File: config.mk
export PLATFORM = sky130hd
export DESIGN_NAME = sd_block_xfer
export DESIGN_NICKNAME = d
export VERILOG_FILES = /design/src/rtl/sd_block_xfer_pkg.sv /design/src/rtl/sd_block_xfer_sector_buf.sv /design/src/rtl/sd_block_xfer.sv
export SDC_FILE = /design/constraint.sdc
export NUM_CORES = 1
export LEC_CHECK = 0
export ABC_AREA = 1
export BUFFER_PORTS_ARGS = -buffer_cell sky130_fd_sc_hd__clkbuf_2
export CELL_PAD_IN_SITES_DETAIL_PLACEMENT = 1
export CELL_PAD_IN_SITES_GLOBAL_PLACEMENT = 1
export CORE_UTILIZATION = 44
export DETAILED_ROUTE_END_ITERATION = 12
export PLACE_DENSITY_LB_ADDON = 0.1
export SLEW_MARGIN = 20
export SYNTH_ARGS = -nofsm -noshare
export SYNTH_HDL_FRONTEND = slang
export SYNTH_HIERARCHICAL = 1
export SYNTH_SLANG_ARGS = --single-unit
File: constraint.sdc
create_clock -name CLK100MHZ -period 3.7 [get_ports CLK100MHZ]
set_input_delay 0 -clock CLK100MHZ [delete_from_list [all_inputs] [get_ports CLK100MHZ]]
set_output_delay 0 -clock CLK100MHZ [all_outputs]
set_load 0.01 [all_outputs]
File: src/rtl/sd_block_xfer_pkg.sv
// Shared types for the SD block transfer engine: FSM state encoding,
// error codes and a width helper for index/counter sizing.
package sd_block_xfer_pkg;

  typedef enum logic [2:0] {
    ST_IDLE,
    ST_WAIT_RDY,
    ST_ISSUE,
    ST_XFER_RD,
    ST_XFER_WR,
    ST_RETRY,
    ST_DONE,
    ST_FAIL
  } state_t;

  typedef enum logic [1:0] {
    ERR_NONE    = 2'd0,
    ERR_TIMEOUT = 2'd1,
    ERR_SHORT   = 2'd2,
    ERR_NOTRDY  = 2'd3
  } err_t;

  // Bits needed to index n items; never less than one so ports stay legal.
  function automatic int idxWidth(input int n);
    return (n > 1) ? $clog2(n) : 1;
  endfunction

endpackage

File: src/rtl/sd_block_xfer_sector_buf.sv
// Sector buffer: one write port, two registered read ports
// (user readback and the SD write-data path).
module sd_block_xfer_sector_buf #(
  parameter int DEPTH = 16,
  parameter int IDX_W = 4
) (
  input  logic             CLK100MHZ,
  input  logic             rst,
  input  logic             i_we,
  input  logic [IDX_W-1:0] i_waddr,
  input  logic [7:0]       i_wdata,
  input  logic [IDX_W-1:0] i_raddr_a,
  output logic [7:0]       o_rdata_a,
  input  logic [IDX_W-1:0] i_raddr_b,
  output logic [7:0]       o_rdata_b
);

  logic [7:0] r_mem [DEPTH];
  logic [7:0] r_rdata_a;
  logic [7:0] r_rdata_b;

  always_ff @(posedge CLK100MHZ) begin
    if (i_we) r_mem[i_waddr] <= i_wdata;
  end

  // Only the user port is reset so readback is defined right after reset.
  always_ff @(posedge CLK100MHZ) begin
    if (rst) r_rdata_a <= 8'h00;
    else     r_rdata_a <= r_mem[i_raddr_a];
  end

  always_ff @(posedge CLK100MHZ) begin
    r_rdata_b <= r_mem[i_raddr_b];
  end

  assign o_rdata_a = r_rdata_a;
  assign o_rdata_b = r_rdata_b;

endmodule

File: src/rtl/sd_block_xfer.sv
// Multi-byte sector transfer engine between user logic and sd_spi_controller,
// with per-attempt timeout, bounded retry and sticky error codes.
module sd_block_xfer
  import sd_block_xfer_pkg::*;
#(
  parameter int          BUF_BYTES    = 16,
  parameter int          SECTOR_BYTES = 512,
  parameter int          ADDR_W       = 32,
  parameter logic [7:0]  PAD_BYTE     = 8'h00,
  parameter int          TIMEOUT_CYC  = 100000000,
  parameter int          MAX_RETRY    = 2,
  localparam int         IDX_W        = idxWidth(BUF_BYTES)
) (
  input  logic              CLK100MHZ,
  input  logic              rst,
  input  logic              start,
  input  logic              is_write,
  input  logic [ADDR_W-1:0] blk_addr,
  input  logic              buf_wr_en,
  input  logic [IDX_W-1:0]  buf_wr_idx,
  input  logic [7:0]        buf_wr_data,
  input  logic [IDX_W-1:0]  buf_rd_idx,
  output logic [7:0]        buf_rd_data,
  output logic              busy,
  output logic              done,
  output logic              err,
  output logic [1:0]        err_code,
  input  logic              sd_init_done,
  input  logic              sd_busy,
  output logic              sd_rd_start,
  input  logic              sd_rd_valid,
  input  logic [7:0]        sd_rd_data,
  input  logic              sd_rd_done,
  output logic              sd_wr_start,
  input  logic              sd_wr_req,
  output logic [7:0]        sd_wr_data,
  input  logic              sd_wr_done,
  output logic [ADDR_W-1:0] sd_addr
);

  localparam int CNT_W = $clog2(SECTOR_BYTES + 1);
  localparam int TMO_W = idxWidth(TIMEOUT_CYC);
  localparam int RTY_W = idxWidth(MAX_RETRY + 1);

  localparam logic [CNT_W-1:0] BUF_CNT  = CNT_W'(BUF_BYTES);
  localparam logic [CNT_W-1:0] SECT_CNT = CNT_W'(SECTOR_BYTES);
  localparam logic [TMO_W-1:0] TMO_LAST = TMO_W'(TIMEOUT_CYC - 1);
  localparam logic [RTY_W-1:0] RTY_MAX  = RTY_W'(MAX_RETRY);

  state_t              r_state;
  logic                r_busy;
  logic                r_done;
  logic                r_err;
  err_t                r_err_code;
  logic                r_rd_start;
  logic                r_wr_start;
  logic                r_is_write;
  logic [ADDR_W-1:0]   r_addr;
  logic [CNT_W-1:0]    r_byte_cnt;
  logic [TMO_W-1:0]    r_tmo;
  logic [RTY_W-1:0]    r_retry_cnt;

  logic [CNT_W-1:0]    w_cnt_next;
  logic                w_ok;
  logic                w_fail;
  err_t                w_fail_code;
  logic                w_cap_en;
  logic                w_buf_we;
  logic [IDX_W-1:0]    w_buf_waddr;
  logic [7:0]          w_buf_wdata;
  logic [7:0]          w_wr_q;

  // Byte counter advances on accepted bytes and saturates at one sector,
  // so extra read valids are harmlessly ignored.
  always_comb begin
    w_cnt_next = r_byte_cnt;
    case (r_state)
      ST_ISSUE:   w_cnt_next = '0;
      ST_XFER_RD: if (sd_rd_valid && (r_byte_cnt < SECT_CNT)) w_cnt_next = r_byte_cnt + CNT_W'(1);
      ST_XFER_WR: if (sd_wr_req && (r_byte_cnt < SECT_CNT))   w_cnt_next = r_byte_cnt + CNT_W'(1);
      default:    w_cnt_next = r_byte_cnt;
    endcase
  end

  // Completion uses the post-increment count so a valid arriving with
  // rd_done is counted before the length check.
  always_comb begin
    w_ok        = 1'b0;
    w_fail      = 1'b0;
    w_fail_code = ERR_NONE;
    if (r_state == ST_XFER_RD) begin
      if (sd_rd_done) begin
        if (w_cnt_next == SECT_CNT) w_ok = 1'b1;
        else begin
          w_fail      = 1'b1;
          w_fail_code = ERR_SHORT;
        end
      end else if (r_tmo == TMO_LAST) begin
        w_fail      = 1'b1;
        w_fail_code = ERR_TIMEOUT;
      end
    end else if (r_state == ST_XFER_WR) begin
      if (sd_wr_done) w_ok = 1'b1;
      else if (r_tmo == TMO_LAST) begin
        w_fail      = 1'b1;
        w_fail_code = ERR_TIMEOUT;
      end
    end
  end

  assign w_cap_en    = (r_state == ST_XFER_RD) && sd_rd_valid && (r_byte_cnt < BUF_CNT);
  assign w_buf_we    = w_cap_en || (buf_wr_en && !r_busy);
  assign w_buf_waddr = w_cap_en ? r_byte_cnt[IDX_W-1:0] : buf_wr_idx;
  assign w_buf_wdata = w_cap_en ? sd_rd_data : buf_wr_data;

  sd_block_xfer_sector_buf #(
    .DEPTH (BUF_BYTES),
    .IDX_W (IDX_W)
  ) u_sector_buf (
    .CLK100MHZ (CLK100MHZ),
    .rst       (rst),
    .i_we      (w_buf_we),
    .i_waddr   (w_buf_waddr),
    .i_wdata   (w_buf_wdata),
    .i_raddr_a (buf_rd_idx),
    .o_rdata_a (buf_rd_data),
    .i_raddr_b (w_cnt_next[IDX_W-1:0]),
    .o_rdata_b (w_wr_q)
  );

  // Pulses default low each cycle and are raised only on the transition
  // into the state that owns them.
  always_ff @(posedge CLK100MHZ) begin
    if (rst) begin
      r_state     <= ST_IDLE;
      r_busy      <= 1'b0;
      r_done      <= 1'b0;
      r_err       <= 1'b0;
      r_err_code  <= ERR_NONE;
      r_rd_start  <= 1'b0;
      r_wr_start  <= 1'b0;
      r_is_write  <= 1'b0;
      r_addr      <= '0;
      r_byte_cnt  <= '0;
      r_tmo       <= '0;
      r_retry_cnt <= '0;
    end else begin
      r_done     <= 1'b0;
      r_err      <= 1'b0;
      r_rd_start <= 1'b0;
      r_wr_start <= 1'b0;
      r_byte_cnt <= w_cnt_next;
      case (r_state)
        ST_IDLE: begin
          if (start) begin
            if (!sd_init_done) begin
              r_err      <= 1'b1;
              r_err_code <= ERR_NOTRDY;
            end else begin
              r_is_write  <= is_write;
              r_addr      <= blk_addr;
              r_busy      <= 1'b1;
              r_err_code  <= ERR_NONE;
              r_retry_cnt <= '0;
              r_state     <= ST_WAIT_RDY;
            end
          end
        end
        ST_WAIT_RDY: begin
          if (!sd_busy) r_state <= ST_ISSUE;
        end
        ST_ISSUE: begin
          r_tmo <= '0;
          if (r_is_write) begin
            r_wr_start <= 1'b1;
            r_state    <= ST_XFER_WR;
          end else begin
            r_rd_start <= 1'b1;
            r_state    <= ST_XFER_RD;
          end
        end
        ST_XFER_RD, ST_XFER_WR: begin
          if (w_ok) begin
            r_done  <= 1'b1;
            r_busy  <= 1'b0;
            r_state <= ST_DONE;
          end else if (w_fail) begin
            r_err_code <= w_fail_code;
            if (r_retry_cnt < RTY_MAX) begin
              r_retry_cnt <= r_retry_cnt + RTY_W'(1);
              r_state     <= ST_RETRY;
            end else begin
              r_err   <= 1'b1;
              r_busy  <= 1'b0;
              r_state <= ST_FAIL;
            end
          end else begin
            r_tmo <= r_tmo + TMO_W'(1);
          end
        end
        ST_RETRY: r_state <= ST_WAIT_RDY;
        ST_DONE:  r_state <= ST_IDLE;
        ST_FAIL:  r_state <= ST_IDLE;
        default:  r_state <= ST_IDLE;
      endcase
    end
  end

  assign busy        = r_busy;
  assign done        = r_done;
  assign err         = r_err;
  assign err_code    = r_err_code;
  assign sd_rd_start = r_rd_start;
  assign sd_wr_start = r_wr_start;
  assign sd_addr     = r_addr;
  // Both operands are registered, so the write byte is stable the cycle after a request.
  assign sd_wr_data  = (r_byte_cnt < BUF_CNT) ? w_wr_q : PAD_BYTE;

endmodule
# ---- Yosys cells after proc, flatten, opt, wreduce, memory -nomap -nowiden
# Memories as Yosys holds them, arrays and structs flattened. A register that Yosys moved wholly into a read port is not among the register bits.
# Cells that the tools add are included.
dict set report classes {
  reduce_logical 20
  n_bitwise 2
  magnitude_cmp 3
  n_eq_ne 18
  mux 62
  addsub 3
}
# operator count
set op_table {}
lappend op_table {{27-bit 2-to-1 mux} 2}
lappend op_table {{27-bit one-hot mux with 2 select lines} 1}
lappend op_table {{2-bit 2-to-1 mux} 15}
lappend op_table {{10-bit one-hot mux with 3 select lines} 1}
lappend op_table {{27-bit by 1-bit adder with 27-bit output, second input constant} 1}
lappend op_table {{27-bit == test, second input constant} 1}
lappend op_table {{1-bit 2-to-1 mux} 27}
lappend op_table {{10-bit 2-to-1 mux} 2}
lappend op_table {{3-bit 2-to-1 mux} 6}
lappend op_table {{3-bit one-hot mux with 6 select lines} 1}
lappend op_table {{8-bit 2-to-1 mux} 2}
lappend op_table {{2-bit inequality test, second input constant} 7}
lappend op_table {{3-bit == test, second input constant} 4}
lappend op_table {{10-bit by 1-bit adder with 10-bit output, second input constant} 1}
lappend op_table {{10-bit == test, second input constant} 1}
lappend op_table {{10-bit less-than comparator, second input constant} 1}
lappend op_table {{10-bit by 5-bit less-than comparator with 1-bit output, second input constant} 1}
lappend op_table {{2-bit one-hot mux with 2 select lines} 2}
lappend op_table {{4-bit AND reduction} 2}
lappend op_table {{2-bit OR reduction} 4}
lappend op_table {{3-bit by 2-bit == test with 1-bit output, second input constant} 2}
lappend op_table {{3-bit inequality test, second input constant} 2}
lappend op_table {{3-bit AND reduction} 2}
lappend op_table {{6-bit AND reduction} 1}
lappend op_table {{other kinds (12)} 19}
dict set report totals {
  out_inout_bits 55
  input_bits 67
  n_memories 1
  mem_bits_rw 128
  wordCells 121
  regBits 82
}
# memory depth word_bits read_ports rd_ports_with_merged_regs wr line_no
set mem_list {}
lappend mem_list {u_sector_buf.r_mem 16 8 2 2 1 sd_block_xfer_sector_buf.sv:18} ;# logic [7:0] r_mem [DEPTH];

# ---- Depth between registers and ports, before layout
dict set report logic_depth {
  depth_word 11
  ltp_mapped 20
  depth_no_buf 18
}

# ---- Hierarchy
# The synthesis kept the hierarchy.
# mod seq_area_each_um2 area_each_um2 cells_each instances
set modules_own_cells {}
lappend modules_own_cells {sd_block_xfer_sector_buf 4164.0 7090.6 788 1}
lappend modules_own_cells {sd_block_xfer 1641.6 4904.7 752 1}

# ---- Worst setup path before layout
# Ideal clock, no wire load.
dict set report synth_path {
  path_type {reg2reg}
  from {register r_byte_cnt[5]}
  to {memory u_sector_buf.r_mem[12][0] (enable)}
  t_required_ns 3.330
  path_buffers 1
  synth_period_minus_slack_ns 2.803
  slack_ns 0.897
  path_stages_with_launch 9
  setup_ns 0.370
  t_arrival_ns 2.433
  cell_sequence {dfxtp_1 > nor4_1 > nand3_1 > nor2_1 > inv_1 > clkbuf_1 > o21ai_0 > nand3_1 > nor2_1}
}
dict set report synth_via {
  word_cells_on_any_way 6
  cone_classes {1 x order compare; 3 x mux; 2 x reduce/logical}
}
# item line_no
set synth_rtl {}
lappend synth_rtl {{from (decl)} sd_block_xfer.sv:59} ;# logic [CNT_W-1:0] r_byte_cnt;
lappend synth_rtl {{from (signal assigned)} sd_block_xfer.sv:152} ;# r_byte_cnt <= w_cnt_next;
lappend synth_rtl {{10-bit by 5-bit less-than comparator with 1-bit output} sd_block_xfer.sv:111} ;# assign w_cap_en = (r_state == ST_XFER_RD) && sd_rd_valid && (r_byte_cnt < BUF_CNT);
lappend synth_rtl {{1-bit logical AND} sd_block_xfer.sv:111}
lappend synth_rtl {{4-bit 2-to-1 mux} sd_block_xfer.sv:113} ;# assign w_buf_waddr = w_cap_en ? r_byte_cnt[IDX_W-1:0] : buf_wr_idx;
lappend synth_rtl {{net w_buf_waddr[2]} sd_block_xfer.sv:69} ;# logic [IDX_W-1:0] w_buf_waddr;
lappend synth_rtl {{to (decl)} sd_block_xfer_sector_buf.sv:18}
# The timed path passes the listed nets, and every way through them passes these cells.

# ---- Worst setup path in the final report
dict set report layout_path {
  from {register r_state[1]}
  to {memory u_sector_buf.r_mem[6][2] (enable)}
}
dict set report layout_via {
  word_cells_on_any_way 7
  cone_classes {1 x eq/ne; 3 x mux; 3 x reduce/logical}
}
# item line_no
set layout_rtl {}
lappend layout_rtl {{from (decl)} sd_block_xfer.sv:50} ;# state_t r_state;
lappend layout_rtl {{from (signal assigned)} sd_block_xfer.sv:135} ;# r_state <= ST_IDLE;
lappend layout_rtl {{from (signal assigned)} sd_block_xfer.sv:165} ;# r_state <= ST_WAIT_RDY;
lappend layout_rtl {{from (signal assigned)} sd_block_xfer.sv:170} ;# if (!sd_busy) r_state <= ST_ISSUE;
lappend layout_rtl {{3-bit by 2-bit == test with 1-bit output} sd_block_xfer.sv:111}
lappend layout_rtl {{1-bit logical AND (2 in a row)} sd_block_xfer.sv:111}
lappend layout_rtl {{4-bit 2-to-1 mux} sd_block_xfer.sv:113}
lappend layout_rtl {{net w_buf_waddr[2]} sd_block_xfer.sv:69}
# The timed path passes the listed nets, and every way through them passes these cells.

==> metrics.txt <==
ys flop type=edfxtp_1; Resize count post-CTS=0; Synth top area share=between 30% and 40%; DRC viols=0; yosys warns=6; GR Layer Usage met3=approximately 3.1%; slowest stage cell on the critical path=dfxtp_1; slowest cell delay on critical path=0.49 ns; post-synth cell types=42; Synth area leader=edfxtp_1; Levels on crit path=10; reg2reg start=r_state[1]$_SDFFE_PP0P_; met1 Use GR=about a third; Final setup viols=0; worst hold path class=input pin to register; worst slew pin tran=around 1.1 ns; hold path startpoint=sd_rd_done; Top Family by Delay on Critical Path=simple AND/OR/NAND/NOR gates; Buf/Inv on CP=3; Remaining Overflow, GRT=0; post-DR wirelength/cell=slightly below 20 µm; Max FO, Critical Path=17; Async SR Flop Fraction=0%; 1st-iter DRT viols=a little over 700; total negative slack=0 ns; M2 GR Usage=a little over 50%; Post-synth EDFFs=roughly 130; global-route wire length before repair=~62 mm; Crit path arrival time=about 3.1 ns; Core Area=approximately 27000 µm²; FF+latch count, synth=about 230; cts hold-fix bufs=38; register clock-pin slew on the reported worst setup and hold paths=0.06 ns; Die ar.=around 28000 µm²; max-slew violations=0; Post-Syn Nets=around 1600; Layout Nets=between 1500 and 2000; CP Class=register to register; Clock Tree Buf Depth=3; TritonCTS Sinks=~230; Final ANT Viol Nets=0; largest net degree at the start of global routing=97; fillers=between 3000 and 4000; all-layer global routing usage=around 29%; hpwl dp=around 26 mm; worst hold stages=6; mapped cell area=around 12000 µm²; number of CTS-inserted buffers=26; unrepaired setup endpoints after global routing=no; Pwr Density=about 530 nW/µm²; LEAKAGE=5.818 nW; initial antenna violation count=0; Synth Instances=around 1500; starting density of the core=approximately 45%; drt pass-1 iters=5; slew margin rel.=between 20% and 30%; R2R Setup Slk=between 0.7 and 0.8 ns; Fin. Hold Viols=0; minimum clock period=roughly 2.9 ns; count leader, synth=nand2_1; Fmax=~340 MHz; crit-path cells=nand2_2 -> nor2_4 -> nand2_2 -> nor2_1 -> buf_4 -> inv_1 -> o21ai_0 -> nand3b_1 -> nor2_1 -> buf_4; cells on worst reg2reg path=10; Clock Skews=approximately 0.013 ns; die width=between 150 and 200 µm; total vias in the final route=~11000; Clock Tree Root=clkbuf_16; outcome=completed; htree depth=1; PortBufs=around 120; Synth area leaders=edfxtp_1 32%, dfxtp_1 16%, nand2_1 11%; Diodes inserted=0; Worst Path Required=approximately 3.9 ns; Final Total Pwr=~7.5 mW; Setup Fix Bufs, Post-CTS=0; post-layout util=between 50% and 60%; CTS tree=yes; io pins=122; RePlAce Congestion=around 0.83; startpoint class of the critical path=register; synth cell count leaders=360 x nand2_1, 203 x nand3_1, 170 x inv_1, 166 x nor2_1, 128 x edfxtp_1; maximum vdd drop=around 0.52 mV; Mean Syn Cell Area=about 7.8 µm²; CP endpoint kind=register; die height=167.1 µm; hold path endpoint=err_code[0]$_SDFFE_PP0P_; gr busiest metal=met2; worst skew pair latency=between 0.5 and 0.6 ns; share of layout cells above drive strength 1=16.32%; area delta synth->final=18.46%; final WL=between 30 and 40 mm; Seq/Total Area, Yosys=48.40%; max cap viols=0; Row Count=60; number of global-route vias before repair=between 10000 and 15000; fin crit share=78.46%; Via-to-Cell Ratio=5.443; R2R Path End=u_sector_buf/r_mem[6][2]$_DFFE_PP_
-- tightest hold or removal path, stage by stage --
cell      delay (ns)
clkbuf_2        0.12
inv_1           0.08
nand3_1         0.08
nand2_1         0.09
nor3_1          0.06
nor2_1          0.09
-- state kept, by name, indices dropped and copies added (netlist names) --
signal and flops:
u_sector_buf/r_mem 128, r_state 3, r_tmo 27, sd_addr 32
r_retry_cnt 2, done 1, u_sector_buf/o_rdata_a 8, err 1
r_is_write 1, sd_wr_start 1, err_code 2, u_sector_buf/o_rdata_b 8
sd_rd_start 1, r_byte_cnt 10, busy 1
-- power breakdown --
group	total [mW]	leakage, nW	switching (mW)	internal, mW
Combinational	1.63	3.38	1.15	0.474
Sequential	2.93	1.95	0.0965	2.83
Clock	2.94	0.484	1.06	1.88
Total	7.49	5.82	2.30	5.19
-- through the flow --
step                instances  cell area [µm²]  worst slack, ns  hold WS (ns)
finish                   2038            14210           0.7969       0.01150
global route             2038            14210           0.5568       0.04503
CTS                      2038            14210           0.7995      0.001470
detailed placement       1952            12840           0.8211        0.2653
global placement         1952            12840           0.9019        0.2557
floorplan                1540            12000           0.8966        0.1659
-- per-layer routing --
metal	part of all wire, %	up-vias	wire length, µm
li1	-	5342	-
met1	42	5386	16780
met2	50	270	20120
met3	3.7	94	1473
met4	3.8	0	1530
met5	0	-	0
-- layout make-up --
| class | count | area (µm²) | area share [%] |
|---|---|---|---|
| flip-flops and latches | 226 | 5806 | 40.86 |
| multi-input cells | 1053 | 5057 | 35.59 |
| repair buffers | 190 | 1246 | 8.770 |
| clock buffers | 34 | 774.5 | 5.450 |
| inverters | 180 | 681.9 | 4.799 |
| well taps | 341 | 426.7 | 3.003 |
| clock inverters | 14 | 217.7 | 1.532 |
-- placed cells by master, fill, tap and decap left out, drive strengths merged --
master	n
nand3	207
buf	33
nor3	22
nand3b	3
nor4	9
bufinv	6
clkinvlp	1
nor2	175
nand2	396
clkbuf	153
inv	177
o21ai	53
a22oi	1
dlygate4sd3	38
a21oi	111
edfxtp	128
o22ai	1
nand4	14
dfxtp	98
a21boi	1
ha	2
nor3b	3
o211ai	32
xor2	19
a31oi	2
xnor2	2
clkinv	10
-- cells by family (layout without fill, tap and decap cells) --
logic type,after synthesis,in the layout,synth area share (%)
buffers and inverters,261,418,9.461
AO/OA/AOI/OAI,201,201,9.815
AND/OR/NAND/NOR,829,829,30.58
adder cells (fa/ha/maj),2,2,0.2086
XOR/XNOR,21,21,1.533
flip-flops,226,226,48.40
-- how the worst max path moves through the flow --
| stage | start | slack (ns) | to |
|---|---|---|---|
| finish | r_state[1]$_SDFFE_PP0P_ | 0.80 | u_sector_buf/r_mem[6][2]$_DFFE_PP_ |
| CTS | r_byte_cnt[5]$_SDFF_PP0_ | 0.80 | u_sector_buf/r_mem[12][7]$_DFFE_PP_ |
| global route | r_state[1]$_SDFFE_PP0P_ | 0.56 | u_sector_buf/r_mem[13][7]$_DFFE_PP_ |
| floorplan | r_byte_cnt[5]$_SDFF_PP0_ | 0.90 | u_sector_buf/r_mem[12][0]$_DFFE_PP_ |
| detailed placement | r_state[1]$_SDFFE_PP0P_ | 0.82 | u_sector_buf/r_mem[5][4]$_DFFE_PP_ |
| global placement | r_byte_cnt[0]$_SDFF_PP0_ | 0.90 | r_tmo[18]$_SDFFE_PP0P_ |
No activity file was read; power rests on OpenSTA's default activity.
